## src/rtl/blueintegral_mm_pkg.sv

```systemverilog
// Shared definitions for the 2x2 binary matrix multiplier front end:
// frame width, loader FSM states and operand bit positions.
package blueintegral_mm_pkg;

  localparam int unsigned FRAME_W = 8;

  typedef enum logic [1:0] {
    ST_LOAD    = 2'd0,
    ST_CAPTURE = 2'd1,
    ST_PRESENT = 2'd2
  } state_e;

  // Operand positions inside the frame word, A00 is the first beat in.
  localparam int unsigned A00_BIT = 7;
  localparam int unsigned A01_BIT = 6;
  localparam int unsigned A10_BIT = 5;
  localparam int unsigned A11_BIT = 4;
  localparam int unsigned B00_BIT = 3;
  localparam int unsigned B01_BIT = 2;
  localparam int unsigned B10_BIT = 1;
  localparam int unsigned B11_BIT = 0;

endpackage

```

## src/rtl/blueintegral_mat_loader_if.sv

```systemverilog
// Beat input, multiplier loop and result output of the matrix loader.
interface blueintegral_mat_loader_if #(
  parameter int unsigned IN_W = 1
);
  import blueintegral_mm_pkg::*;

  logic                in_valid;
  logic [IN_W-1:0]     in_data;
  logic                in_ready;
  logic [FRAME_W-1:0]  mat_data;
  logic [FRAME_W-1:0]  res_data;
  logic [FRAME_W-1:0]  out_data;
  logic                out_valid;
  logic                out_ready;
  logic [7:0]          frame_cnt;

  modport master (
    output in_valid, in_data, res_data, out_ready,
    input  in_ready, mat_data, out_data, out_valid, frame_cnt
  );

  modport slave (
    input  in_valid, in_data, res_data, out_ready,
    output in_ready, mat_data, out_data, out_valid, frame_cnt
  );

endinterface

```

## src/rtl/blueintegral_shift_collect.sv

```systemverilog
// Assembles IN_W-bit beats MSB-first into a FRAME_W-bit frame and tracks
// the beat position so the FSM knows when the frame is complete.
module blueintegral_shift_collect #(
  parameter int unsigned IN_W    = 1,
  parameter int unsigned FRAME_W = 8
) (
  input  logic               clk,
  input  logic               rst_n,
  input  logic               i_clear,
  input  logic               i_beat_en,
  input  logic [IN_W-1:0]    i_data,
  output logic               o_last_c,
  output logic [FRAME_W-1:0] o_next_frame_c
);

  localparam int unsigned BEATS = FRAME_W / IN_W;
  localparam int unsigned CNT_W = (BEATS > 1) ? $clog2(BEATS) : 1;

  logic [FRAME_W-1:0] r_shift;
  logic [CNT_W-1:0]   r_beat_cnt;
  logic [FRAME_W-1:0] w_next;

  // Truncating the concatenation drops the oldest IN_W bits, even when IN_W == FRAME_W.
  assign w_next         = FRAME_W'({r_shift, i_data});
  assign o_next_frame_c = w_next;
  assign o_last_c       = (r_beat_cnt == CNT_W'(BEATS - 1));

  always_ff @(posedge clk or negedge rst_n) begin
    if (!rst_n) begin
      r_shift    <= '0;
      r_beat_cnt <= '0;
    end else if (i_clear) begin
      r_shift    <= '0;
      r_beat_cnt <= '0;
    end else if (i_beat_en) begin
      r_shift    <= w_next;
      r_beat_cnt <= o_last_c ? '0 : r_beat_cnt + CNT_W'(1);
    end
  end

endmodule

```

## src/rtl/blueintegral_mat_loader.sv

```systemverilog
// Serial operand feeder for the 2x2 binary matrix multiplier: collects a frame,
// holds it on mat_data, captures the multiplier result and hands it off.
module blueintegral_mat_loader #(
  parameter int unsigned IN_W    = 1,
  parameter int unsigned FRAME_W = 8
) (
  input  logic                      clk,
  input  logic                      rst_n,
  input  logic                      clear,
  blueintegral_mat_loader_if.slave  bus
);
  import blueintegral_mm_pkg::*;

  state_e             r_state;
  state_e             w_state_nx;
  logic               r_in_ready;
  logic               w_in_ready_nx;
  logic [FRAME_W-1:0] r_mat_data;
  logic [FRAME_W-1:0] w_mat_data_nx;
  logic [FRAME_W-1:0] r_out_data;
  logic [FRAME_W-1:0] w_out_data_nx;
  logic               r_out_valid;
  logic               w_out_valid_nx;
  logic [7:0]         r_frame_cnt;
  logic [7:0]         w_frame_cnt_nx;

  logic               w_beat_en;
  logic               w_last_c;
  logic [FRAME_W-1:0] w_next_frame_c;

  // r_in_ready is high exactly when the FSM sits in LOAD.
  assign w_beat_en = bus.in_valid & r_in_ready & ~clear;

  blueintegral_shift_collect #(
    .IN_W    (IN_W),
    .FRAME_W (FRAME_W)
  ) u_collect (
    .clk            (clk),
    .rst_n          (rst_n),
    .i_clear        (clear),
    .i_beat_en      (w_beat_en),
    .i_data         (bus.in_data),
    .o_last_c       (w_last_c),
    .o_next_frame_c (w_next_frame_c)
  );

  always_ff @(posedge clk or negedge rst_n) begin
    if (!rst_n) r_state <= ST_LOAD;
    else        r_state <= w_state_nx;
  end

  // Next state and next values of all registered outputs.
  always_comb begin
    w_state_nx     = r_state;
    w_mat_data_nx  = r_mat_data;
    w_out_data_nx  = r_out_data;
    w_out_valid_nx = r_out_valid;
    w_frame_cnt_nx = r_frame_cnt;
    if (clear) begin
      w_state_nx     = ST_LOAD;
      w_out_valid_nx = 1'b0;
    end else begin
      case (r_state)
        ST_LOAD: begin
          if (w_beat_en && w_last_c) begin
            w_mat_data_nx = w_next_frame_c;
            w_state_nx    = ST_CAPTURE;
          end
        end
        ST_CAPTURE: begin
          w_out_data_nx  = bus.res_data;
          w_out_valid_nx = 1'b1;
          w_state_nx     = ST_PRESENT;
        end
        ST_PRESENT: begin
          if (bus.out_ready) begin
            w_out_valid_nx = 1'b0;
            w_frame_cnt_nx = r_frame_cnt + 8'd1;
            w_state_nx     = ST_LOAD;
          end
        end
        default: w_state_nx = ST_LOAD;
      endcase
    end
    w_in_ready_nx = (w_state_nx == ST_LOAD);
  end

  always_ff @(posedge clk or negedge rst_n) begin
    if (!rst_n) begin
      r_in_ready  <= 1'b1;
      r_mat_data  <= '0;
      r_out_data  <= '0;
      r_out_valid <= 1'b0;
      r_frame_cnt <= '0;
    end else begin
      r_in_ready  <= w_in_ready_nx;
      r_mat_data  <= w_mat_data_nx;
      r_out_data  <= w_out_data_nx;
      r_out_valid <= w_out_valid_nx;
      r_frame_cnt <= w_frame_cnt_nx;
    end
  end

  assign bus.in_ready  = r_in_ready;
  assign bus.mat_data  = r_mat_data;
  assign bus.out_data  = r_out_data;
  assign bus.out_valid = r_out_valid;
  assign bus.frame_cnt = r_frame_cnt;

endmodule
```

## src/flat_wrapper.sv

```systemverilog
// flat-port wrapper written by rule: the top's interface ports become plain ports
module blueintegral_mat_loader_flat import blueintegral_mm_pkg::*;
#(
  parameter int unsigned IN_W    = 1,
  parameter int unsigned FRAME_W = 8
)
  (clk, rst_n, clear, bus_in_valid, bus_in_data, bus_res_data, bus_out_ready, bus_in_ready, bus_mat_data, bus_out_data, bus_out_valid, bus_frame_cnt);
  blueintegral_mat_loader_if #(.IN_W(IN_W)) bus_i ();
  input  logic clk;
  input  logic rst_n;
  input  logic clear;
  input wire logic [$bits(bus_i.in_valid)-1:0] bus_in_valid;
  input wire logic [$bits(bus_i.in_data)-1:0] bus_in_data;
  input wire logic [$bits(bus_i.res_data)-1:0] bus_res_data;
  input wire logic [$bits(bus_i.out_ready)-1:0] bus_out_ready;
  output wire logic [$bits(bus_i.in_ready)-1:0] bus_in_ready;
  output wire logic [$bits(bus_i.mat_data)-1:0] bus_mat_data;
  output wire logic [$bits(bus_i.out_data)-1:0] bus_out_data;
  output wire logic [$bits(bus_i.out_valid)-1:0] bus_out_valid;
  output wire logic [$bits(bus_i.frame_cnt)-1:0] bus_frame_cnt;
  assign bus_i.in_valid = bus_in_valid;
  assign bus_i.in_data = bus_in_data;
  assign bus_i.res_data = bus_res_data;
  assign bus_i.out_ready = bus_out_ready;
  assign bus_in_ready = bus_i.in_ready;
  assign bus_mat_data = bus_i.mat_data;
  assign bus_out_data = bus_i.out_data;
  assign bus_out_valid = bus_i.out_valid;
  assign bus_frame_cnt = bus_i.frame_cnt;
  blueintegral_mat_loader #(.IN_W(IN_W), .FRAME_W(FRAME_W)) u_core (.clk(clk), .rst_n(rst_n), .clear(clear), .bus(bus_i));
endmodule
```

## config.mk

```make
export PLATFORM = sky130hd
export DESIGN_NAME = blueintegral_mat_loader_flat
export DESIGN_NICKNAME = d
export VERILOG_FILES = /design/src/rtl/blueintegral_mm_pkg.sv /design/src/rtl/blueintegral_mat_loader_if.sv /design/src/rtl/blueintegral_shift_collect.sv /design/src/rtl/blueintegral_mat_loader.sv /design/src/flat_wrapper.sv
export SDC_FILE = /design/constraint.sdc
export NUM_CORES = 1
export LEC_CHECK = 0
export ABC_AREA = 1
export CORE_MARGIN = 1.5
export CORE_UTILIZATION = 48
export DETAILED_ROUTE_END_ITERATION = 8
export GPL_ROUTABILITY_DRIVEN = 0
export PLACE_DENSITY = 0.79
export SYNTH_ARGS = -nofsm -noshare
export SYNTH_HDL_FRONTEND = slang
export SYNTH_SLANG_ARGS = --single-unit
```

## constraint.sdc

```tcl
create_clock -name clk -period 1.6 [get_ports clk]
set_input_delay 0.24 -clock clk [delete_from_list [all_inputs] [get_ports clk]]
set_output_delay 0.24 -clock clk [all_outputs]
set_load 0.02 [all_outputs]
```

Word level (Yosys, flattened, before mapping)
Index checks and enable logic that the tools add are counted.
Storage, ports and cells
  bits in registers: 38
  bits of input ports: 14
  output and inout port bits: 26
  word-level logic and storage cells: 38
Cells by class
  $add $sub $neg: 2
  equal/unequal tests: 4
  multiplexer cells: 12
  bitwise gates (word level): 3
  reductions and logical operators: 9
Operator list (number)
  7-bit two-way mux: 2
  3-bit two-way mux: 3
  8-bit by 1-bit adder with 8-bit output, second input constant: 1
  2-bit two-way mux: 3
  2-bit case mux with 3 select lines: 1
  3-bit AND reduction: 2
  2-bit logical NOT: 2
  2-bit AND reduction: 2
  3-bit by 1-bit adder with 3-bit output, second input constant: 1
  3-bit equality test, second input constant: 1
  3-bit != test, second input constant: 1
  3-bit nonzero test: 1
  1-bit AND: 2
  2-bit by 1-bit equality test with 1-bit output, second input constant: 1
  2-bit equality test, second input constant: 1
  1-bit two-way mux: 2
  1-bit case mux with 2 select lines: 1
  2-bit nonzero test: 1
  1-bit logical AND: 1
  1-bit NOT: 1

Longest topological paths before layout
Gate-level depths: netlist (run 1).
  depth after elaboration: 7
  depth in mapped cells: 7
  gate-level depth less buffers: 7

Modules after synthesis
Synthesis (run 1) repeated with hierarchy kept, for this count alone.
Second synthesis, totals
  cells, all modules: 181
  area, all modules: 1687.9 µm²
Modules (own cells, without submodules)
  blueintegral_mat_loader: times used 1, cells each 132, area each 1241.2 µm², sequential area each 701.9 µm²
  blueintegral_shift_collect: times used 1, cells each 49, area each 446.7 µm², sequential area each 250.2 µm²

Least setup slack after synthesis (run 1)
Ideal clock, no wire load.
  path type: reg-to-reg
  from: register u_core.r_in_ready, in the netlist u_core.bus.in_ready
  to: register u_core.r_mat_data[3], in the netlist u_core.bus.mat_data[3]
  setup time: 0.118 ns
  arrival time: 1.227 ns
  required time: 1.482 ns
  setup slack: 0.255 ns
  cell stages (with the launch flop): 7
  path buffers: 1
  period minus slack after synthesis: 1.345 ns
  cells stage by stage: dfstp_2 -> nand2_2 -> nor2_4 -> nand4_4 -> buf_6 -> nand2_1 -> o21ai_2
Between the ends
  cells in the longest elaborated chain, start to end: 4
RTL lines
  start, declared: RTL line blueintegral_mat_loader.sv:16  | logic r_in_ready;
  start signal, assigned: RTL line blueintegral_mat_loader.sv:96  | r_in_ready <= w_in_ready_nx;
  1-bit AND (2 in a row): RTL line blueintegral_mat_loader.sv:32  | assign w_beat_en = bus.in_valid & r_in_ready & ~clear;
  1-bit logical AND: RTL line blueintegral_mat_loader.sv:65  | if (w_beat_en && w_last_c) begin
  3-bit AND reduction (no line)
  end signal, assigned: RTL line blueintegral_mat_loader.sv:97  | r_mat_data <= w_mat_data_nx;
  end, declared: RTL line blueintegral_mat_loader.sv:18  | logic [FRAME_W-1:0] r_mat_data;
No other way between the ends.
A chain may end at the register's enable or synchronous reset.

Final worst setup path (run 1)
  from: register u_core.r_mat_data[3], in the netlist u_core.bus.mat_data[3]
  to: output bus_mat_data[3]
RTL lines
  end, declared: RTL line flat_wrapper.sv:17  | output wire logic [$bits(bus_i.mat_data)-1:0] bus_mat_data;
No word-level cell between the ends.

==> flow_summary.yaml, run 1 <==
timing:
  finClkSkew_ns: 0.00743
  worst_slack_ns: 0.0468
  worst_pin_slew_ns: 0.407
  rsz0062_at_grt: "no"
  max_slew_margin_pct: 72.9
  timing.fmax_ghz: 0.644
  finalSetupViolations: 0
  hold_viol: 0
  slew_viol_final: 0
  finalCritPeriodShare_pct: 97.1
  holdWs_ns: 0.342
  min_period_ns: 1.55
global_route:
  grt_max_degree: 20
  met1_usage_pct: 23.5
  grt_usage_pct: 18.9
  overflow: 0
  busiest_layer: "met2"
  grt.met3_usage_pct: 5.59
  grt_pass1_wl_um: 5100
  antenna_found_initial: 0
  use_met2_pct: 28.7
  grt_pass1_vias: 1171
drt:
  wirelength_um: 3080
  detail_route.vias_per_cell: 4.72
  ant_nets: 0
  via_count: 1250
  drc_errors: 0
  dr.pass1.iters: 4
  wl_per_cell_um: 11.6
  drt_iter0_markers: 32
clock_network:
  post_cts_buffers: 0
  cts_num_sinks: 38
  cts_buffers: 5
  tritoncts: "done"
  ctsLongestPathBuffers: 2
  root_buffer: "clkbuf_4"
  clk_latency_ns: 0.35
  htree_levels: 2
  clk_transition_reported_paths_ns: 0.11
critical_path:
  crit_required_ns: 1.36
  r2r_start: "u_core.u_collect.r_beat_cnt[0]$_DFFE_PN0P_"
  crit_path_max_fanout: 2
  end_kind: "output pin"
  path_buf_inv: 1
  worstPathCellList: "clkdlybuf4s50_1"
  criticalPathCategory: "flop to output pin"
  critPathTopFamily: "buffers and inverters"
  crit_start: "u_core.bus.mat_data[3]$_DFFE_PN0P_"
  critPathLaunchType: "flop"
  r2r_slack_ns: 0.17
  cp_data_arrival_time_ns: 1.31
  slowest_delay_ns: 0.60
  slowest_stage: "clkdlybuf4s50_1"
die:
  core-area_sq_um: 3340
  io_pins: 40
  die_w_um: 61.9
  die_area_sq_um: 3830
  rows: 21
  start_util_pct: 49.9
  dieHeight_um: 61.9
logic_synthesis:
  ys_warn_count: 0
  avgSynthCellArea_sq_um: 9.92
  ys_types: 22
  syn_inst: 168
  syn_nets: 185
  syn-cell-area_sq_um: 1670
  ys_seq_area_share_pct: 57.1
  synth-seq-cells: 38
power:
  clock_power_share_pct: 32.3
  leakagePower_nw: 1.38
  ir_drop_mv: 0.627
  seqPwrFrac_pct: 60.6
  p_int_w: 0.00124
  power.share.combinational_pct: 7.1
  p_sw_w: 0.000378
  p_sw_share_pct: 23.4
  powerDensity_nw_per_um2: 727
cells_and_area:
  antenna_cells: 0
  area_growth_pct: 33.3
  layout-drive-gt1-share_pct: 15.1
  nNetsFinal: 235
run:
  maxCapViolations: 0
min_path:
  hp-class: "input pin to asynchronous set/reset pin"
place:
  port_buffers: 39
  dp_slack_ns: -0.00104
  dpl.hpwl_um: 2280
run_status:
  outcome: "finished, final reports clean"
-- placed cells by master (no fill, tap or decap) --
cell,instances
dfstp_2,1
buf_4,5
nand3_1,8
o21ai_1,2
o21ai_2,8
nand2_2,2
nand3_4,1
nor2_8,1
clkbuf_1,1
nand2_1,46
dfrtp_1,37
dlygate4sd2_1,9
nand2_4,3
dlymetal6s2s_1,15
inv_2,2
nor2_1,6
xor2_1,1
clkinv_2,1
o22ai_1,7
dlygate4sd3_1,1
ha_1,3
o31ai_1,2
buf_2,1
nand4_4,1
nor2_4,1
o21ai_0,8
clkdlybuf4s50_1,14
xnor2_1,2
inv_1,24
clkbuf_8,1
clkbuf_4,5
-- kinds of logic (layout without fill, tap and decap cells) --
group | after synthesis | count (layout) | synth area share [%]
compound gates | 27 | 27 | 10.7
flops | 38 | 38 | 57.1
xor+xnor | 3 | 3 | 1.58
simple gates | 69 | 69 | 21.1
fa+ha+maj | 3 | 3 | 2.25
buf+inv | 28 | 79 | 7.21
-- power by group through the flow --
stage               combinational, W  clock [W]  sequential (W)
detailed placement          0.000116          0        0.000996
CTS                         0.000117   0.000527        0.000978
global route                0.000129   0.000577        0.000980
floorplan                  0.0000355          0        0.000999
global placement            0.000112          0        0.000996
finish                      0.000114   0.000521        0.000978
-- through the flow --
| step | power [W] | TNS, ns | area [sq um] | utilization (%) | instances |
|---|---|---|---|---|---|
| 4_1_cts | 0.00162 | 0 | 2180 | 65.4 | 265 |
| 2_1_floorplan | 0.00103 | 0 | 1670 | - | 168 |
| 3_3_place_gp | 0.00111 | 0 | 2120 | 63.7 | 256 |
| 5_1_grt | 0.00169 | 0 | 2220 | 66.6 | 265 |
| 6_report | 0.00161 | 0 | 2220 | 66.6 | 265 |
| 3_5_place_dp | 0.00111 | -0.00104 | 2120 | 63.7 | 256 |
-- synthesized netlist by cell type --
library cell   n  area (sq um)
nand2_4        3          33.8
inv_2          2          7.51
o21ai_2        8          70.1
dfstp_2        1          26.3
nand4_4        1          21.3
nand3_4        1          17.5
inv_1         24          90.1
nand2_1       46           173
nand3_1        8          40.0
o21ai_1        2          10.0
xnor2_1        2          17.5
buf_6          2          22.5
nor2_4         1          11.3
ha_1           3          37.5
dfrtp_1       37           926
o21ai_0        8          40.0
nor2_8         1          20.0
nand2_2        2          12.5
xor2_1         1          8.76
o22ai_1        7          43.8
nor2_1         6          22.5
o31ai_1        2          15.0
-- sequential cells by signal, indices dropped and copies added, names as in the netlist --
| signal | flops |
|---|---|
| u_core.bus.out_data | 8 |
| u_core.r_state | 2 |
| u_core.bus.in_ready | 1 |
| u_core.u_collect.r_shift | 7 |
| u_core.u_collect.r_beat_cnt | 3 |
| u_core.bus.out_valid | 1 |
| u_core.bus.frame_cnt | 8 |
| u_core.bus.mat_data | 8 |
-- repair_timing --
item	CTS	global route
hold endpoints to repair	16	0
hold buffers	1	0
resized for setup	9	15
endpoints found under the setup margin	9	15
-- cell type report --
class                      instances  area (sq um)
timing repair buffer              45           459
clock buffer                       7          55.1
sequential                        38           952
tap                               46          57.6
multi-input combinational        102           594
inverter                          26          97.6
fill                             285          1120
clock inverter                     1          5.00
-- final timing paths --
check | depth (start not counted) | to
max in group asynchronous | 3 | u_core.u_collect.r_beat_cnt[2]$_DFFE_PN0P_
min in group clk | 3 | u_core.bus.out_data[1]$_DFFE_PN0P_
min | 2 | u_core.u_collect.r_shift[3]$_DFFE_PN0P_
min reg2reg | 2 | u_core.bus.mat_data[0]$_DFFE_PN0P_
max | 1 | bus_mat_data[3]
max reg2reg | 5 | u_core.bus.mat_data[1]$_DFFE_PN0P_
-- layer usage --
metal  vias up  wire length [um]
met5         -                 0
met4         0                88
met3         9               152
met2        30              1510
met1       578              1340
li1        633                 -
No activity file was read; power rests on OpenSTA's default activity.
==> run 2, diff against run 1 <==
CORE_UTILIZATION = 55   (was 48)
CTS_BUF_LIST = sky130_fd_sc_hd__clkbuf_8   (was default)
PLACE_DENSITY = 0.88   (was 0.79)
clock period = 1.85 ns   (was 1.6 ns; I/O delays follow)
==> flow_summary.yaml, run 2 (synthesis gave the netlist of run 1 again) <==
run_status:
  outcome: "finished, final reports clean"
timing:
  hold_viol: 0
  finalCritPeriodShare_pct: 92.8
  timing.fmax_ghz: 0.582
  min_period_ns: 1.72
  slew_viol_final: 0
  worst_slack_ns: 0.133
  finalSetupViolations: 0
  max_slew_margin_pct: 49.8
  worst_pin_slew_ns: 0.754
  finalSetupTns_ns: 0
  rsz0062_at_grt: "no"
  finClkSkew_ns: 0.00850
critical_path:
  end_kind: "output pin"
  r2r_slack_ns: 0.38
  worstPathCellList: "clkdlybuf4s50_1"
  slowest_stage: "clkdlybuf4s50_1"
  crit_path_max_fanout: 3
  cp_data_arrival_time_ns: 1.44
  path_buf_inv: 1
  criticalPathCategory: "flop to output pin"
  crit_required_ns: 1.57
  r2r_start: "u_core.u_collect.r_beat_cnt[0]$_DFFE_PN0P_"
  r2r_end: "u_core.bus.mat_data[2]$_DFFE_PN0P_"
  slowest_delay_ns: 0.60
  critPathLaunchType: "flop"
  ff2ff_path_depth: 5
  crit_start: "u_core.bus.in_ready$_DFF_PN1_"
  critPathTopFamily: "buffers and inverters"
die:
  die_w_um: 58.0
  io_pins: 40
  dieHeight_um: 58.0
  rows: 19
  start_util_pct: 59.4
  core-area_sq_um: 2810
  die_area_sq_um: 3370
drt:
  drt_iter0_markers: 54
  wl_per_cell_um: 13.4
  ant_nets: 0
  via_count: 1266
  dr.pass1.iters: 4
  drc_errors: 0
  detail_route.vias_per_cell: 5.19
  wirelength_um: 3260
cells_and_area:
  nFillCells: 181
  antenna_cells: 0
  final_common_cell: "nand2_1"
  mostFrequentLayoutCells: "nand2_1, clkdlybuf4s50_1, dfrtp_1"
  finalNonFillerCells: 244
  nNetsFinal: 230
  area_growth_pct: 29.1
  layout-drive-gt1-share_pct: 12.7
clock_network:
  ctsLongestPathBuffers: 2
  cts-resized-gates: 0
  tritoncts: "done"
  root_buffer: "clkbuf_8"
  cts_buffers: 5
  clk_latency_ns: 0.29
  cts_num_sinks: 38
  ctsHoldBuffers: 0
  clk_transition_reported_paths_ns: 0.07
  htree_levels: 2
  post_cts_buffers: 0
min_path:
  hp-class: "input pin to asynchronous set/reset pin"
global_route:
  overflow: 0
  grt_pass1_vias: 1275
  grt_usage_pct: 22.4
  antenna_found_initial: 0
  grt_max_degree: 32
  grt_pass1_wl_um: 5570
power:
  ir_drop_mv: 0.572
  leakagePower_nw: 1.05
  powerDensity_nw_per_um2: 681
  power.total_w: 0.00147
place:
  dp_slack_ns: 0.0898
  dpl.hpwl_um: 2300
  port_buffers: 39
  dp_cells: 237
run:
  maxCapViolations: 0
[run 2: cell types whose count changed in the layout (fill, tap and decap cells not counted), sizes merged]
cell / change
dlygate4sd2: -9
dlymetal6s2s: -15
clkdlybuf4s50: +24
clkinv: -1
buf: -5
clkbuf: -1
inv: +2
dlygate4sd3: -1
[run 2: area by class of cell]
type,count,area (sq um),area share [%]
clock inverters,2,7.51,0.349
multi-input cells,102,594,27.6
flip-flops and latches,38,952,44.2
clock buffers,5,68.8,3.20
well taps,31,38.8,1.80
repair buffers,40,393,18.3
inverters,26,97.6,4.53
[run 2: routing by layer]
metal	share of wire (%)	global-route usage, %	vias to the layer above
met5	0	0	-
met4	2.0	12.0	0
met1	42	26.5	602
met3	5.5	6.92	8
li1	-	-	621
met2	50	36.5	35
[run 2: worst max-delay path by stage]
| stage | endpoint | slack, ns | cells past startpoint |
|---|---|---|---|
| finish | bus_in_ready | 0.13 | 1 |
| global route | bus_in_ready | 0.10 | 1 |
| CTS | bus_in_ready | 0.12 | 1 |
| detailed placement | u_core.u_collect.r_beat_cnt[0]$_DFFE_PN0P_ | 0.09 | 4 |
| global placement | u_core.bus.mat_data[0]$_DFFE_PN0P_ | 0.21 | 6 |
| floorplan | u_core.bus.mat_data[3]$_DFFE_PN0P_ | 0.51 | 6 |
[run 2: power breakdown]
part	internal, W	switching [W]
registers	0.000840	0.00000747
clock network	0.000248	0.000278
logic	0.0000407	0.0000525
total	0.00113	0.000338
[run 2: metrics by stage]
step           hold WS, ns  utilization (%)  area (sq um)
2_1_floorplan      -0.0181                -          1670
3_3_place_gp         0.365             74.0          2080
3_5_place_dp         0.385             74.0          2080
4_1_cts             0.0676             76.7          2150
5_1_grt              0.111             76.7          2150
6_report            0.0387             76.7          2150
==> run 3, diff against run 2 <==
GPL_TIMING_DRIVEN = 0   (was default)
==> flow_summary.yaml, run 3 (synthesis gave the netlist of run 1 again) <==
die:
  die_area_sq_um: 3370
  start_util_pct: 59.4
  io_pins: 40
  core-area_sq_um: 2810
  dieHeight_um: 58.0
  rows: 19
  die_w_um: 58.0
timing:
  finClkSkew_ns: 0.00768
  max_slew_margin_pct: 45.6
  slew_viol_final: 0
  worst_slack_ns: 0.129
  holdWs_ns: 0.0789
  timing.fmax_ghz: 0.581
  finalSetupViolations: 0
  rsz0062_at_grt: "no"
  finalCritPeriodShare_pct: 93.0
  min_period_ns: 1.72
  hold_viol: 0
  finalSetupTns_ns: 0
  worst_pin_slew_ns: 0.815
critical_path:
  criticalPathCategory: "flop to output pin"
  ff2ff_path_depth: 6
  critPathLaunchType: "flop"
  slowest_stage: "clkdlybuf4s50_1"
  r2r_slack_ns: 0.44
  r2r_start: "u_core.bus.in_ready$_DFF_PN1_"
  path_buf_inv: 1
  cp_data_arrival_time_ns: 1.44
  slowest_delay_ns: 0.61
  r2r_end: "u_core.bus.mat_data[4]$_DFFE_PN0P_"
  worstPathCellList: "clkdlybuf4s50_1"
  end_kind: "output pin"
  endpoint: "bus_in_ready"
  crit_path_max_fanout: 3
  cp.depth: 1
  critPathTopFamily: "buffers and inverters"
  crit_start: "u_core.bus.in_ready$_DFF_PN1_"
  crit_required_ns: 1.57
clock_network:
  cts_buffers: 5
  post_cts_buffers: 0
  tritoncts: "done"
  clk_transition_reported_paths_ns: 0.07
  htree_levels: 2
  cts_num_sinks: 38
  root_buffer: "clkbuf_8"
  clk_latency_ns: 0.28
  ctsHoldBuffers: 0
  cts-resized-gates: 0
  ctsLongestPathBuffers: 2
power:
  powerDensity_nw_per_um2: 676
  leakagePower_nw: 1.06
  p_int_w: 0.00113
  p_sw_w: 0.000334
  power.share.combinational_pct: 6.2
  seqPwrFrac_pct: 57.6
  clock_power_share_pct: 36.2
  p_sw_share_pct: 22.8
  ir_drop_mv: 0.480
cells_and_area:
  antenna_cells: 0
  mostFrequentLayoutCells: "nand2_1, clkdlybuf4s50_1, dfrtp_1"
  nNetsFinal: 231
  finalNonFillerCells: 246
  layout-drive-gt1-share_pct: 14.0
  final_common_cell: "nand2_1"
  area_growth_pct: 30.4
  final_util_pct: 77.5
drt:
  drt_iter0_markers: 19
  via_count: 1271
  wirelength_um: 3130
  wl_met1_um: 1300
  detail_route.vias_per_cell: 5.17
  ant_nets: 0
  wl_per_cell_um: 12.7
  wl_met3_um: 166
  top_layer_used: "met4"
  wl_met2_um: 1610
  drc_errors: 0
  dr.pass1.iters: 5
global_route:
  grt_usage_pct: 20.7
  overflow: 0
  grt_pass1_wl_um: 5230
  grt_max_degree: 39
  grt_pass1_vias: 1273
  antenna_found_initial: 0
run_status:
  outcome: "finished, final reports clean"
place:
  dp_cells: 238
  dp_slack_ns: 0.189
  dpl.hpwl_um: 2310
  port_buffers: 39
min_path:
  hp-class: "input pin to asynchronous set/reset pin"
run:
  maxCapViolations: 0
run 3: cell count changes in the layout (fill, tap and decap cells not counted):
cell | before | now
buf_4 | 1 | 0
clkbuf_2 | 1 | 0
buf_6 | 0 | 2
clkinv_2 | 0 | 2
buf_2 | 0 | 1
inv_1 | 26 | 25
run 3: power by group through the flow:
stage	combinational (W)	sequential, W	clock, W
floorplan	0.0000307	0.000864	0
finish	0.0000911	0.000846	0.000532
global placement	0.0000886	0.000861	0
detailed placement	0.0000924	0.000862	0
CTS	0.0000927	0.000846	0.000537
global route	0.000101	0.000847	0.000566
run 3: worst min path at each step:
stage | endpoint | start | cells past startpoint | slack (ns)
after floorplan | u_core.bus.frame_cnt[0]$_DFFE_PN0P_ | rst_n | 0 | -0.02
after CTS | u_core.bus.out_data[3]$_DFFE_PN0P_ | rst_n | 1 | 0.11
after global placement | u_core.bus.mat_data[7]$_DFFE_PN0P_ | u_core.bus.mat_data[7]$_DFFE_PN0P_ | 2 | 0.47
after detailed placement | u_core.bus.mat_data[3]$_DFFE_PN0P_ | rst_n | 1 | 0.41
final | u_core.bus.mat_data[0]$_DFFE_PN0P_ | rst_n | 1 | 0.08
after global routing | u_core.bus.out_data[2]$_DFFE_PN0P_ | rst_n | 1 | 0.16
run 3: area by class of cell:
type	count	area, sq um
clock inverter	3	13.8
timing repair buffer	39	385
sequential	38	952
inverter	26	97.6
multi-input combinational	102	594
fill	184	632
tap	31	38.8
clock buffer	5	68.8
buffer	2	22.5
run 3: stage by stage:
stage,total power [W],cell area [sq um]
after floorplan,0.000895,1670
after global placement,0.000950,2100
after detailed placement,0.000954,2090
after CTS,0.00148,2170
after global routing,0.00151,2170
final,0.00147,2170
run 3: layer usage:
layer	vias to the layer above	GRT usage, %
met1	610	24.3
met3	5	6.25
li1	627	-
met5	-	0
met4	0	9.63
met2	29	34.9
==> edit: new RTL, config.mk and constraints of run 2 <==
`FRAME_W` is set to 8 in 4 places; all go to 4.
--- a/src/rtl/blueintegral_mm_pkg.sv
+++ b/src/rtl/blueintegral_mm_pkg.sv
@@ -2,7 +2,7 @@
 // frame width, loader FSM states and operand bit positions.
 package blueintegral_mm_pkg;
 
-  localparam int unsigned FRAME_W = 8;
+  localparam int unsigned FRAME_W = 4;
 
   typedef enum logic [1:0] {
     ST_LOAD    = 2'd0,
--- a/src/rtl/blueintegral_shift_collect.sv
+++ b/src/rtl/blueintegral_shift_collect.sv
@@ -2,7 +2,7 @@
 // the beat position so the FSM knows when the frame is complete.
 module blueintegral_shift_collect #(
   parameter int unsigned IN_W    = 1,
-  parameter int unsigned FRAME_W = 8
+  parameter int unsigned FRAME_W = 4
 ) (
   input  logic               clk,
   input  logic               rst_n,
--- a/src/rtl/blueintegral_mat_loader.sv
+++ b/src/rtl/blueintegral_mat_loader.sv
@@ -2,7 +2,7 @@
 // holds it on mat_data, captures the multiplier result and hands it off.
 module blueintegral_mat_loader #(
   parameter int unsigned IN_W    = 1,
-  parameter int unsigned FRAME_W = 8
+  parameter int unsigned FRAME_W = 4
 ) (
   input  logic                      clk,
   input  logic                      rst_n,
--- a/src/flat_wrapper.sv
+++ b/src/flat_wrapper.sv
@@ -2,7 +2,7 @@
 module blueintegral_mat_loader_flat import blueintegral_mm_pkg::*;
 #(
   parameter int unsigned IN_W    = 1,
-  parameter int unsigned FRAME_W = 8
+  parameter int unsigned FRAME_W = 4
 )
   (clk, rst_n, clear, bus_in_valid, bus_in_data, bus_res_data, bus_out_ready, bus_in_ready, bus_mat_data, bus_out_data, bus_out_valid, bus_frame_cnt);
   blueintegral_mat_loader_if #(.IN_W(IN_W)) bus_i ();
Ports: changed (resized bus_mat_data, bus_out_data and bus_res_data); port bits go from 40 to 28. The function was not compared with the original's and may differ.
==> edit against run 2 <==
Combinational power is 41% higher; global-route usage is 1.9 points lower; sequential power is 31% lower; area after synthesis is 32% lower; cell area is 31% lower; total power is 30% lower; final cell count is 27% lower; critical endpoint unchanged; clock power is 41% lower; sequential cell count is 13 lower; setup slack better by 0.0083 ns; wire length is 37% lower; critical path type unchanged; synthesized cell count is 28% lower; utilization is 0.69 points lower.
==> edit: results <==
set metrics [dict create \
    cts_buffer_depth 2 \
    path_max_fanout 3 \
    syn_nets 133 \
    synthXorXnorAreaFrac_pct 3.097 \
    crit_family "buffers and inverters" \
    p_leak_nw 0.7237 \
    p_sw_share_pct 23.98 \
    grt_max_degree 26 \
    cts-htree-levels 1 \
    portBuffers 27 \
    post-route-cell-area_mm2 0.001476 \
    layout.nets 165 \
    grt_pass1_vias 901 \
    reg2reg_slack_ns 0.53 \
    fillCellCount 142 \
    crit_path_end "bus_in_ready" \
    largest_reg_flops 8 \
    synth_compound_area_share_pct 7.412 \
    cts_root_buf "clkbuf_8" \
    clk_latency_ns 0.27 \
    ys_seq_area_share_pct 55.42 \
    synth.area.top_cells "dfrtp_1 53%, nand2_1 9.6%, inv_1 7.0%, nand3_2 3.5%, o21ai_0 2.7%" \
    drive_above_1_share_pct 12.50 \
    clk_pin_slew_worst_paths_ns 0.08 \
    regToRegStartpoint "u_core.bus.frame_cnt[0]" \
    ff2ff_path_depth 6 \
    ys.flop_type "dfrtp_1" \
    synthDistinctLibCells 23 \
    avgRoutedWirePerCell_um 11.54 \
    finalClockSkew_ns 0.002555 \
    cts_buffers 3 \
    avgViaCountPerCell 4.927 \
    ir_worst_vdd_mv 0.6333 \
    maxSlewHeadroom_pct 79.92 \
    status "completed" \
    reg2reg_to "u_core.bus.frame_cnt[6]" \
    place_hpwl_um 1534 \
    synth_common_cells "29 x nand2_1, 24 x dfrtp_1, 21 x inv_1, 6 x o21ai_0" \
    gr-usage-all-layers_pct 20.50 \
    dpl_cell_area_mm2 0.001431 \
    synthAdderAreaFrac_pct 2.212 \
    grt_pass1_wl_um 3795 \
    drtIter0Drc 14 \
    arrival_ns 1.43 \
]
## edit: changes by cell type after synthesis, moves of 3 or more
cell     before  now
o21ai_2       8    0
o22ai_1       7    3
nand2_1      46   29
nand4_1       0    3
dfrtp_1      37   24
nand3_2       0    4
nand3_1       8    3
inv_1        24   21
## edit: final cells by class
type | count | area share [%]
flip-flops and latches | 25 | 42.46
clock buffers | 3 | 2.797
inverters | 24 | 6.271
multi-input cells | 71 | 27.12
repair buffers | 28 | 18.81
clock inverters | 1 | 0.2542
well taps | 27 | 2.288
## edit: kinds of logic (layout without fill, tap and decap cells)
family,Yosys count,after routing
flip-flops,25,25
XOR/XNOR,4,4
adder cells (fa/ha/maj),2,2
AND/OR/NAND/NOR,50,50
buffers and inverters,25,56
AO/OA/AOI/OAI,15,15
## edit: power by group through the flow
stage	Clock [mW]	Sequential, mW	Combinational [mW]
after floorplan	0	0.614	0.0369
after global placement	0	0.593	0.130
after detailed placement	0	0.594	0.133
after CTS	0.324	0.583	0.135
after global routing	0.340	0.587	0.147
final	0.312	0.583	0.132
## edit: stage by stage
stage                     worst slack, ns  std cells  hold WS [ns]
after floorplan                    0.5678        121      -0.01809
after global placement             0.3388        175        0.4702
after detailed placement           0.2811        175        0.4796
after CTS                          0.1316        179        0.3658
after global routing               0.1125        179        0.4194
final                              0.1413        179        0.3590
## edit: layer usage
| metal | vias up | global-route usage, % | wire, um |
|---|---|---|---|
| met5 | - | 0 | 0 |
| met4 | 0 | 8.571 | 37 |
| met3 | 7 | 5.247 | 123 |
| met2 | 37 | 35.19 | 1023 |
| met1 | 400 | 24.63 | 882 |
| li1 | 438 | - | - |
